<file path="config.mk">
export PLATFORM = sky130hd
export DESIGN_NAME = alu_issue_flat
export DESIGN_NICKNAME = d
export VERILOG_FILES = /design/src/rtl/alu_issue_if.sv /design/src/rtl/alu_issue.sv /design/src/flat_wrapper.sv
export SDC_FILE = /design/constraint.sdc
export NUM_CORES = 1
export LEC_CHECK = 0
export CAP_MARGIN = 15
export CORE_MARGIN = 4
export CORE_UTILIZATION = 38
export CTS_CLUSTER_SIZE = 40
export DETAILED_ROUTE_END_ITERATION = 16
export PLACE_DENSITY = 0.95
export SKIP_LAST_GASP = 1
export SLEW_MARGIN = 20
export SYNTH_ARGS = -nofsm -noshare
export SYNTH_HDL_FRONTEND = slang
export SYNTH_SLANG_ARGS = --single-unit
</file>
<file path="constraint.sdc">
create_clock -name clk -period 4.5 [get_ports clk]
set_clock_uncertainty 0.2 [all_clocks]
set_input_delay 0.45 -clock clk [delete_from_list [all_inputs] [get_ports clk]]
set_output_delay 0.45 -clock clk [all_outputs]
set_load 0.02 [all_outputs]
</file>
<file path="src/rtl/alu_issue_if.sv">
// alu_issue_if: handshake, instruction, forwarding and ALU-side bundle for alu_issue.
// master = upstream/downstream environment, slave = the issue register.
`default_nettype none

interface alu_issue_if;
    logic        flush;
    logic        in_valid;
    logic        in_ready;
    logic [31:0] instr;
    logic [31:0] rs_data;
    logic [31:0] rt_data;
    logic        fwd_ex_we;
    logic        fwd_ex_pend;
    logic [4:0]  fwd_ex_reg;
    logic [31:0] fwd_ex_data;
    logic        fwd_mem_we;
    logic [4:0]  fwd_mem_reg;
    logic [31:0] fwd_mem_data;
    logic        out_valid;
    logic        out_ready;
    logic [31:0] alu_in1;
    logic [31:0] alu_in2;
    logic [3:0]  alu_func;
    logic [4:0]  dest_reg;
    logic        dest_we;
    logic        illegal;

    modport master (
        output flush, in_valid, instr, rs_data, rt_data,
               fwd_ex_we, fwd_ex_pend, fwd_ex_reg, fwd_ex_data,
               fwd_mem_we, fwd_mem_reg, fwd_mem_data, out_ready,
        input  in_ready, out_valid, alu_in1, alu_in2, alu_func,
               dest_reg, dest_we, illegal
    );

    modport slave (
        input  flush, in_valid, instr, rs_data, rt_data,
               fwd_ex_we, fwd_ex_pend, fwd_ex_reg, fwd_ex_data,
               fwd_mem_we, fwd_mem_reg, fwd_mem_data, out_ready,
        output in_ready, out_valid, alu_in1, alu_in2, alu_func,
               dest_reg, dest_we, illegal
    );
endinterface

`default_nettype wire

</file>
<file path="src/rtl/alu_issue.sv">
//==============================================================================
// alu_issue : MIPS decode + operand forwarding + valid/ready issue register
//             feeding the ALU. Macro ALU_ISSUE_FWD_EN enables EX/MEM
//             forwarding and the load-use interlock.
// Revision  : 1.0
//==============================================================================
`default_nettype none

module alu_issue #(
    parameter logic [3:0] RESET_FUNC = 4'b0100
) (
    input  wire logic   clk,
    input  wire logic   rst_n,
    alu_issue_if.slave  bus
);

    localparam logic [3:0] c_ALU_AND  = 4'b0000;
    localparam logic [3:0] c_ALU_OR   = 4'b0001;
    localparam logic [3:0] c_ALU_XOR  = 4'b0010;
    localparam logic [3:0] c_ALU_ADD  = 4'b0100;
    localparam logic [3:0] c_ALU_SUB  = 4'b1100;
    localparam logic [3:0] c_ALU_SLT  = 4'b1101;
    localparam logic [3:0] c_ALU_SLTU = 4'b0110;

    localparam logic [5:0] c_OP_RTYPE = 6'h00;
    localparam logic [5:0] c_OP_LUI   = 6'h0F;

    typedef enum logic [0:0] {
        S_EMPTY = 1'b0,
        S_FULL  = 1'b1
    } state_t;

    state_t      r_state;
    state_t      w_state_nxt;

    logic [31:0] r_alu_in1;
    logic [31:0] r_alu_in2;
    logic [3:0]  r_alu_func;
    logic [4:0]  r_dest_reg;
    logic        r_dest_we;
    logic        r_illegal;

    logic [5:0]  w_op;
    logic [5:0]  w_fn;
    logic [4:0]  w_rs_idx;
    logic [4:0]  w_rt_idx;
    logic [31:0] w_sext;
    logic [31:0] w_zext;
    logic [31:0] w_rs_val;
    logic [31:0] w_rt_val;
    logic        w_use_rs;
    logic        w_use_rt;
    logic        w_interlock;
    logic        w_in_ready;
    logic        w_accept;

    logic [31:0] w_in1;
    logic [31:0] w_in2;
    logic [3:0]  w_func;
    logic [4:0]  w_dest;
    logic        w_we;
    logic        w_ill;

    assign w_op     = bus.instr[31:26];
    assign w_fn     = bus.instr[5:0];
    assign w_rs_idx = bus.instr[25:21];
    assign w_rt_idx = bus.instr[20:16];
    assign w_sext   = {{16{bus.instr[15]}}, bus.instr[15:0]};
    assign w_zext   = {16'h0000, bus.instr[15:0]};
    assign w_use_rs = (w_op != c_OP_LUI);
    assign w_use_rt = (w_op == c_OP_RTYPE);

`ifdef ALU_ISSUE_FWD_EN
    logic w_rs_ex_hit;
    logic w_rt_ex_hit;
    logic w_rs_mem_hit;
    logic w_rt_mem_hit;

    // Register 0 never matches: it reads as zero and cannot stall.
    assign w_rs_ex_hit  = bus.fwd_ex_we  && (bus.fwd_ex_reg  == w_rs_idx) && (w_rs_idx != 5'd0);
    assign w_rt_ex_hit  = bus.fwd_ex_we  && (bus.fwd_ex_reg  == w_rt_idx) && (w_rt_idx != 5'd0);
    assign w_rs_mem_hit = bus.fwd_mem_we && (bus.fwd_mem_reg == w_rs_idx) && (w_rs_idx != 5'd0);
    assign w_rt_mem_hit = bus.fwd_mem_we && (bus.fwd_mem_reg == w_rt_idx) && (w_rt_idx != 5'd0);

    always_comb begin
        w_rs_val = bus.rs_data;
        if (w_rs_idx == 5'd0)  w_rs_val = 32'h0;
        else if (w_rs_ex_hit)  w_rs_val = bus.fwd_ex_data;
        else if (w_rs_mem_hit) w_rs_val = bus.fwd_mem_data;
    end

    always_comb begin
        w_rt_val = bus.rt_data;
        if (w_rt_idx == 5'd0)  w_rt_val = 32'h0;
        else if (w_rt_ex_hit)  w_rt_val = bus.fwd_ex_data;
        else if (w_rt_mem_hit) w_rt_val = bus.fwd_mem_data;
    end

    assign w_interlock = bus.fwd_ex_pend &&
                         ((w_use_rs && w_rs_ex_hit) || (w_use_rt && w_rt_ex_hit));
`else
    logic w_fwd_unused;

    assign w_fwd_unused = ^{bus.fwd_ex_we, bus.fwd_ex_pend, bus.fwd_ex_reg, bus.fwd_ex_data,
                            bus.fwd_mem_we, bus.fwd_mem_reg, bus.fwd_mem_data,
                            w_use_rs, w_use_rt};
    assign w_rs_val    = (w_rs_idx == 5'd0) ? 32'h0 : bus.rs_data;
    assign w_rt_val    = (w_rt_idx == 5'd0) ? 32'h0 : bus.rt_data;
    assign w_interlock = 1'b0;
`endif

    assign w_in_ready = !bus.flush && !w_interlock && ((r_state == S_EMPTY) || bus.out_ready);
    assign w_accept   = bus.in_valid && w_in_ready;

    always_comb begin
        w_func = RESET_FUNC;
        w_in1  = 32'h0;
        w_in2  = 32'h0;
        w_dest = 5'd0;
        w_we   = 1'b0;
        w_ill  = 1'b0;
        case (w_op)
            c_OP_RTYPE: begin
                w_in1  = w_rs_val;
                w_in2  = w_rt_val;
                w_dest = bus.instr[15:11];
                w_we   = 1'b1;
                case (w_fn)
                    6'h20, 6'h21: w_func = c_ALU_ADD;
                    6'h22, 6'h23: w_func = c_ALU_SUB;
                    6'h24:        w_func = c_ALU_AND;
                    6'h25:        w_func = c_ALU_OR;
                    6'h26:        w_func = c_ALU_XOR;
                    6'h2A:        w_func = c_ALU_SLT;
                    6'h2B:        w_func = c_ALU_SLTU;
                    default: begin
                        w_in1  = 32'h0;
                        w_in2  = 32'h0;
                        w_dest = 5'd0;
                        w_we   = 1'b0;
                        w_ill  = 1'b1;
                    end
                endcase
            end
            6'h08, 6'h09, 6'h0A, 6'h0B, 6'h23: begin
                w_in1  = w_rs_val;
                w_in2  = w_sext;
                w_dest = w_rt_idx;
                w_we   = 1'b1;
                w_func = (w_op == 6'h0A) ? c_ALU_SLT :
                         (w_op == 6'h0B) ? c_ALU_SLTU : c_ALU_ADD;
            end
            6'h0C, 6'h0D, 6'h0E: begin
                w_in1  = w_rs_val;
                w_in2  = w_zext;
                w_dest = w_rt_idx;
                w_we   = 1'b1;
                w_func = (w_op == 6'h0C) ? c_ALU_AND :
                         (w_op == 6'h0D) ? c_ALU_OR : c_ALU_XOR;
            end
            c_OP_LUI: begin
                w_in2  = {bus.instr[15:0], 16'h0000};
                w_dest = w_rt_idx;
                w_we   = 1'b1;
                w_func = c_ALU_OR;
            end
            6'h2B: begin
                w_in1  = w_rs_val;
                w_in2  = w_sext;
                w_func = c_ALU_ADD;
            end
            default: w_ill = 1'b1;
        endcase
    end

    always_comb begin
        w_state_nxt = r_state;
        case (r_state)
            S_EMPTY: if (w_accept) w_state_nxt = S_FULL;
            S_FULL: begin
                if (bus.flush)                        w_state_nxt = S_EMPTY;
                else if (bus.out_ready && !w_accept)  w_state_nxt = S_EMPTY;
            end
            default: w_state_nxt = S_EMPTY;
        endcase
    end

    always_ff @(posedge clk or negedge rst_n) begin
        if (!rst_n) r_state <= S_EMPTY;
        else        r_state <= w_state_nxt;
    end

    // Flush keeps the operand fields for visibility but kills the writeback.
    always_ff @(posedge clk or negedge rst_n) begin
        if (!rst_n) begin
            r_alu_in1  <= 32'h0;
            r_alu_in2  <= 32'h0;
            r_alu_func <= RESET_FUNC;
            r_dest_reg <= 5'd0;
            r_dest_we  <= 1'b0;
            r_illegal  <= 1'b0;
        end else if (w_accept) begin
            r_alu_in1  <= w_in1;
            r_alu_in2  <= w_in2;
            r_alu_func <= w_func;
            r_dest_reg <= w_dest;
            r_dest_we  <= w_we;
            r_illegal  <= w_ill;
        end else if (bus.flush) begin
            r_dest_we  <= 1'b0;
        end
    end

    assign bus.in_ready  = w_in_ready;
    assign bus.out_valid = (r_state == S_FULL);
    assign bus.alu_in1   = r_alu_in1;
    assign bus.alu_in2   = r_alu_in2;
    assign bus.alu_func  = r_alu_func;
    assign bus.dest_reg  = r_dest_reg;
    assign bus.dest_we   = r_dest_we;
    assign bus.illegal   = r_illegal;

endmodule

`default_nettype wire

</file>
<file path="src/flat_wrapper.sv">
// flat-port wrapper written by rule: the top's interface ports become plain ports
module alu_issue_flat 
#(
    parameter logic [3:0] RESET_FUNC = 4'b0100
)
  (clk, rst_n, bus_flush, bus_in_valid, bus_instr, bus_rs_data, bus_rt_data, bus_fwd_ex_we, bus_fwd_ex_pend, bus_fwd_ex_reg, bus_fwd_ex_data, bus_fwd_mem_we, bus_fwd_mem_reg, bus_fwd_mem_data, bus_out_ready, bus_in_ready, bus_out_valid, bus_alu_in1, bus_alu_in2, bus_alu_func, bus_dest_reg, bus_dest_we, bus_illegal);
  alu_issue_if bus_i ();
  input  wire logic clk;
  input  wire logic rst_n;
  input wire logic [$bits(bus_i.flush)-1:0] bus_flush;
  input wire logic [$bits(bus_i.in_valid)-1:0] bus_in_valid;
  input wire logic [$bits(bus_i.instr)-1:0] bus_instr;
  input wire logic [$bits(bus_i.rs_data)-1:0] bus_rs_data;
  input wire logic [$bits(bus_i.rt_data)-1:0] bus_rt_data;
  input wire logic [$bits(bus_i.fwd_ex_we)-1:0] bus_fwd_ex_we;
  input wire logic [$bits(bus_i.fwd_ex_pend)-1:0] bus_fwd_ex_pend;
  input wire logic [$bits(bus_i.fwd_ex_reg)-1:0] bus_fwd_ex_reg;
  input wire logic [$bits(bus_i.fwd_ex_data)-1:0] bus_fwd_ex_data;
  input wire logic [$bits(bus_i.fwd_mem_we)-1:0] bus_fwd_mem_we;
  input wire logic [$bits(bus_i.fwd_mem_reg)-1:0] bus_fwd_mem_reg;
  input wire logic [$bits(bus_i.fwd_mem_data)-1:0] bus_fwd_mem_data;
  input wire logic [$bits(bus_i.out_ready)-1:0] bus_out_ready;
  output wire logic [$bits(bus_i.in_ready)-1:0] bus_in_ready;
  output wire logic [$bits(bus_i.out_valid)-1:0] bus_out_valid;
  output wire logic [$bits(bus_i.alu_in1)-1:0] bus_alu_in1;
  output wire logic [$bits(bus_i.alu_in2)-1:0] bus_alu_in2;
  output wire logic [$bits(bus_i.alu_func)-1:0] bus_alu_func;
  output wire logic [$bits(bus_i.dest_reg)-1:0] bus_dest_reg;
  output wire logic [$bits(bus_i.dest_we)-1:0] bus_dest_we;
  output wire logic [$bits(bus_i.illegal)-1:0] bus_illegal;
  assign bus_i.flush = bus_flush;
  assign bus_i.in_valid = bus_in_valid;
  assign bus_i.instr = bus_instr;
  assign bus_i.rs_data = bus_rs_data;
  assign bus_i.rt_data = bus_rt_data;
  assign bus_i.fwd_ex_we = bus_fwd_ex_we;
  assign bus_i.fwd_ex_pend = bus_fwd_ex_pend;
  assign bus_i.fwd_ex_reg = bus_fwd_ex_reg;
  assign bus_i.fwd_ex_data = bus_fwd_ex_data;
  assign bus_i.fwd_mem_we = bus_fwd_mem_we;
  assign bus_i.fwd_mem_reg = bus_fwd_mem_reg;
  assign bus_i.fwd_mem_data = bus_fwd_mem_data;
  assign bus_i.out_ready = bus_out_ready;
  assign bus_in_ready = bus_i.in_ready;
  assign bus_out_valid = bus_i.out_valid;
  assign bus_alu_in1 = bus_i.alu_in1;
  assign bus_alu_in2 = bus_i.alu_in2;
  assign bus_alu_func = bus_i.alu_func;
  assign bus_dest_reg = bus_i.dest_reg;
  assign bus_dest_we = bus_i.dest_we;
  assign bus_illegal = bus_i.illegal;
  alu_issue #(.RESET_FUNC(RESET_FUNC)) u_core (.clk(clk), .rst_n(rst_n), .bus(bus_i));
endmodule
</file>
==> results.md <==
- The mean instance size in the synthesized netlist is 10.6 um2.
- The worst path arrival time is 2.90 ns.
- The max-cap violation count is 0.
- In the synthesized netlist the dominant register cell turns out to be dfrtp_1.
- The total negative slack is 0 ns.
- For the pin with the worst max-slew slack, the measured transition is 1.09 ns.
- CTS saw 76 sinks.
- TritonCTS built the clock tree.
- After layout, the design draws a total of 1.67 mW.
- The count of flip-flops with a built-in enable after synthesis is 0.
- The root buffer cell chosen for the clock tree is clkbuf_8.
- The cell count after synthesis is 335.
- The number of remaining DRC errors is 0.
- For the worst setup path, the data required time is 4.57 ns.
- The number of setup buffers added after CTS is 0.
- The final-layout fill cell count is 775.
- At the end of routability-driven placement, the weighted congestion stood at 0.814.
- Setup repair after global routing left no endpoint under its margin.
- Dividing the detail-routed wire length by the instance count gives 19.4 um.
- The overflow left after global routing is 0.
- In this run, synthesis produced a sequential element count of 76.
- The H-tree level count is 3.
- Summing every instance area after synthesis gives 3560 um2.
- After routing the design area is 5580 um2.
- The post-route worst hold slack is 0.285 ns.
- The maximum achievable frequency is 0.354 GHz.
- The overall die height is 105 um.
- Setup violations remaining at the end of the flow were counted as 0.
- The first-pass GRT wire length is 19100 um.
- The post-layout instance count excluding filler cells is 612.
- The path type of the worst min-delay path is register to register.
- The final-report max-slew violation count came to 0.
- The first TritonRoute pass finished after 4 iterations.
- The signal on the critical path passes through clkdlybuf4s50_1 -> and2_1 -> a2111oi_4 -> buf_4 -> o211a_4 -> a22o_1.
- The count of distinct cell types in the synthesized netlist is 44.
- In the final layout, the share of cells above drive strength 1 is 0.0559.
- The most common cell after layout, fill and taps aside is clkdlybuf4s50_1.
- The Yosys step of the flow raised 0 warnings.
- The via count of the first global-routing pass is 3657.
- The detailed-route via count is 3418.
- The final hold violation count was 0.
- The standard cell area after detailed placement is 5330 um2.
- The core region is 9200 um2.
- The initial utilization of the core area, before any placement, comes to 0.387.
- After clock tree synthesis, the clock-pin slew on the worst setup and hold paths is 0.08 ns.
- The nature of the critical path endpoint is a register.
- The floorplan step defined a die boundary enclosing 11000 um2.
- The I/O pin count is 255.
- Clock tree synthesis inserted a total of 9 buffers.
- In the routed layout, each cell is associated on average with a via count of 5.58.
- The period utilization is 0.628.
- VDD sags by at most 0.000166 V.
- The count of input and output buffers is 177.
- Once detail routing completed, the nets flagged for antenna violations numbered 0.
- The antenna cell count is 0.
- The time the worst path needs with I/O delays and setup is 2.82 ns.
- The share of async-settable or async-resettable flops after synthesis is 1.00.
- The cell with the largest stage delay on the worst path is clkdlybuf4s50_1.
- For this run, the slowest stage of the critical path takes 0.61 ns.
- The critical path start-end classification is input port to register.
- The DRC violation total after the first TritonRoute iteration is 191.
- The flow ran to the end, and the final reports show no timing, DRC or antenna violations.
- In the global route stage, overall resource usage came out at 0.216.
- The post-synthesis to final-layout area growth is 56.7%.
- The library cells used most frequently in the layout, excluding fill and tap cells, are 176 x clkdlybuf4s50_1, 75 x dfrtp_1, 41 x nand2_1.
- Detailed placement ended at an HPWL of 8400 um.
- The wire length reported by the detailed router is 11800 um.
- Entering global routing, the biggest net connects 77 pins.
- The horizontal extent of the die is 105 um.
- The maximum fanout along the worst path is 32.
- The number of placement rows is 35.
- The analysis attributes to cell leakage a power of 2.28 nW.
- The post-synthesis sequential area ratio is 0.534.
- The worst pin sits at a relative slew slack of 0.272.
- The net count of the finished layout is 674.
- The initial antenna violation count was 0.
- The clock insertion delay at the later pin of the skew report is 0.34 ns.
- Dividing total power by cell area gives a power density of 299 nW/um2.
- The worst setup path is launched from an input port.
- Timing analysis after detailed placement gives a worst setup slack of 1.35 ns.
- The final core area utilization is 0.607.
- The buffer levels on the longest clock path is 2.
- The slack of the critical path is 1.68 ns.
- The cell total after placement is 594.
- The post-synthesis net count is 513.
[repair_timing]
action / 4_1_cts / 5_1_grt
resized for setup: 0 / 0
hold buffers: 0 / 1
hold endpoints to repair: 0 / 40
[critical path: cells and delay by family]
family	cells	cell delay [ns]
AO/OA/AOI/OAI	3	1.05
buffers and inverters	2	0.92
AND/OR/NAND/NOR	1	0.47
[logic make-up after synthesis]
| logic type | after synthesis | share of synthesized area |
|---|---|---|
| AOI/OAI and AO/OA | 128 | 0.277 |
| xor gates and xnor gates | 1 | 0.00246 |
| buffers and inverters | 33 | 0.0492 |
| DFF | 76 | 0.534 |
| and+or+nand+nor | 97 | 0.137 |
[final timing paths]
| check | start | end | slack, ns | cells after the start |
|---|---|---|---|---|
| setup / recovery | bus_instr[26] | u_core.bus.alu_in1[22] | 1.68 | 6 |
| hold / removal | u_core.bus.alu_in2[15] | u_core.bus.alu_in2[15] | 0.28 | 2 |
| setup reg to reg | u_core.bus.out_valid | u_core.bus.dest_reg[2] | 2.32 | 5 |
| hold reg to reg | u_core.bus.alu_in2[15] | u_core.bus.alu_in2[15] | 0.28 | 2 |
| max in group asynchronous | rst_n | u_core.bus.alu_func[2] | 3.01 | 3 |
| min in group asynchronous | rst_n | u_core.bus.alu_in2[4] | 0.43 | 2 |
[synthesized netlist by cell type (all sizes together), types with 2 or more instances]
cell,count,share of area
nor2,13,0.014
nor4b,2,0.0067
a2111oi,2,0.015
o2bb2ai,5,0.012
nor2b,4,0.0070
dfrtp,75,0.53
nand2,42,0.044
nand2b,4,0.0070
buf,12,0.026
o21ai,38,0.053
nor4,2,0.0035
a22o,32,0.079
nand3b,3,0.0063
a21oi,8,0.011
nor3,3,0.0042
and2,3,0.0053
a32oi,16,0.039
clkbuf,20,0.022
a311oi,16,0.039
and3,16,0.028
o22ai,2,0.0035
[final cells by class]
type,instances,area (um2),share of cell area
Clock buffer,10,128,0.0229
Clock inverter,6,88.8,0.0159
Inverter,1,3.75,0.000673
Multi-Input combinational cell,226,1500,0.268
Sequential cell,76,1900,0.341
Tap cell,111,139,0.0249
Timing Repair Buffer,182,1820,0.326
[power breakdown]
part	switching [mW]	total [mW]	internal, mW
logic	0.162	0.345	0.183
clock network	0.263	0.576	0.313
registers	0.0236	0.745	0.721
total	0.449	1.67	1.22
[layer usage]
metal | track usage | part of all wire | vias up
met4 | 0.0572 | 0.012 | 0
li1 | - | - | 1591
met5 | 0 | 0 | -
met2 | 0.356 | 0.48 | 178
met3 | 0.0636 | 0.092 | 13
met1 | 0.277 | 0.42 | 1636
Note: power is estimated with default switching activity, not from simulation.
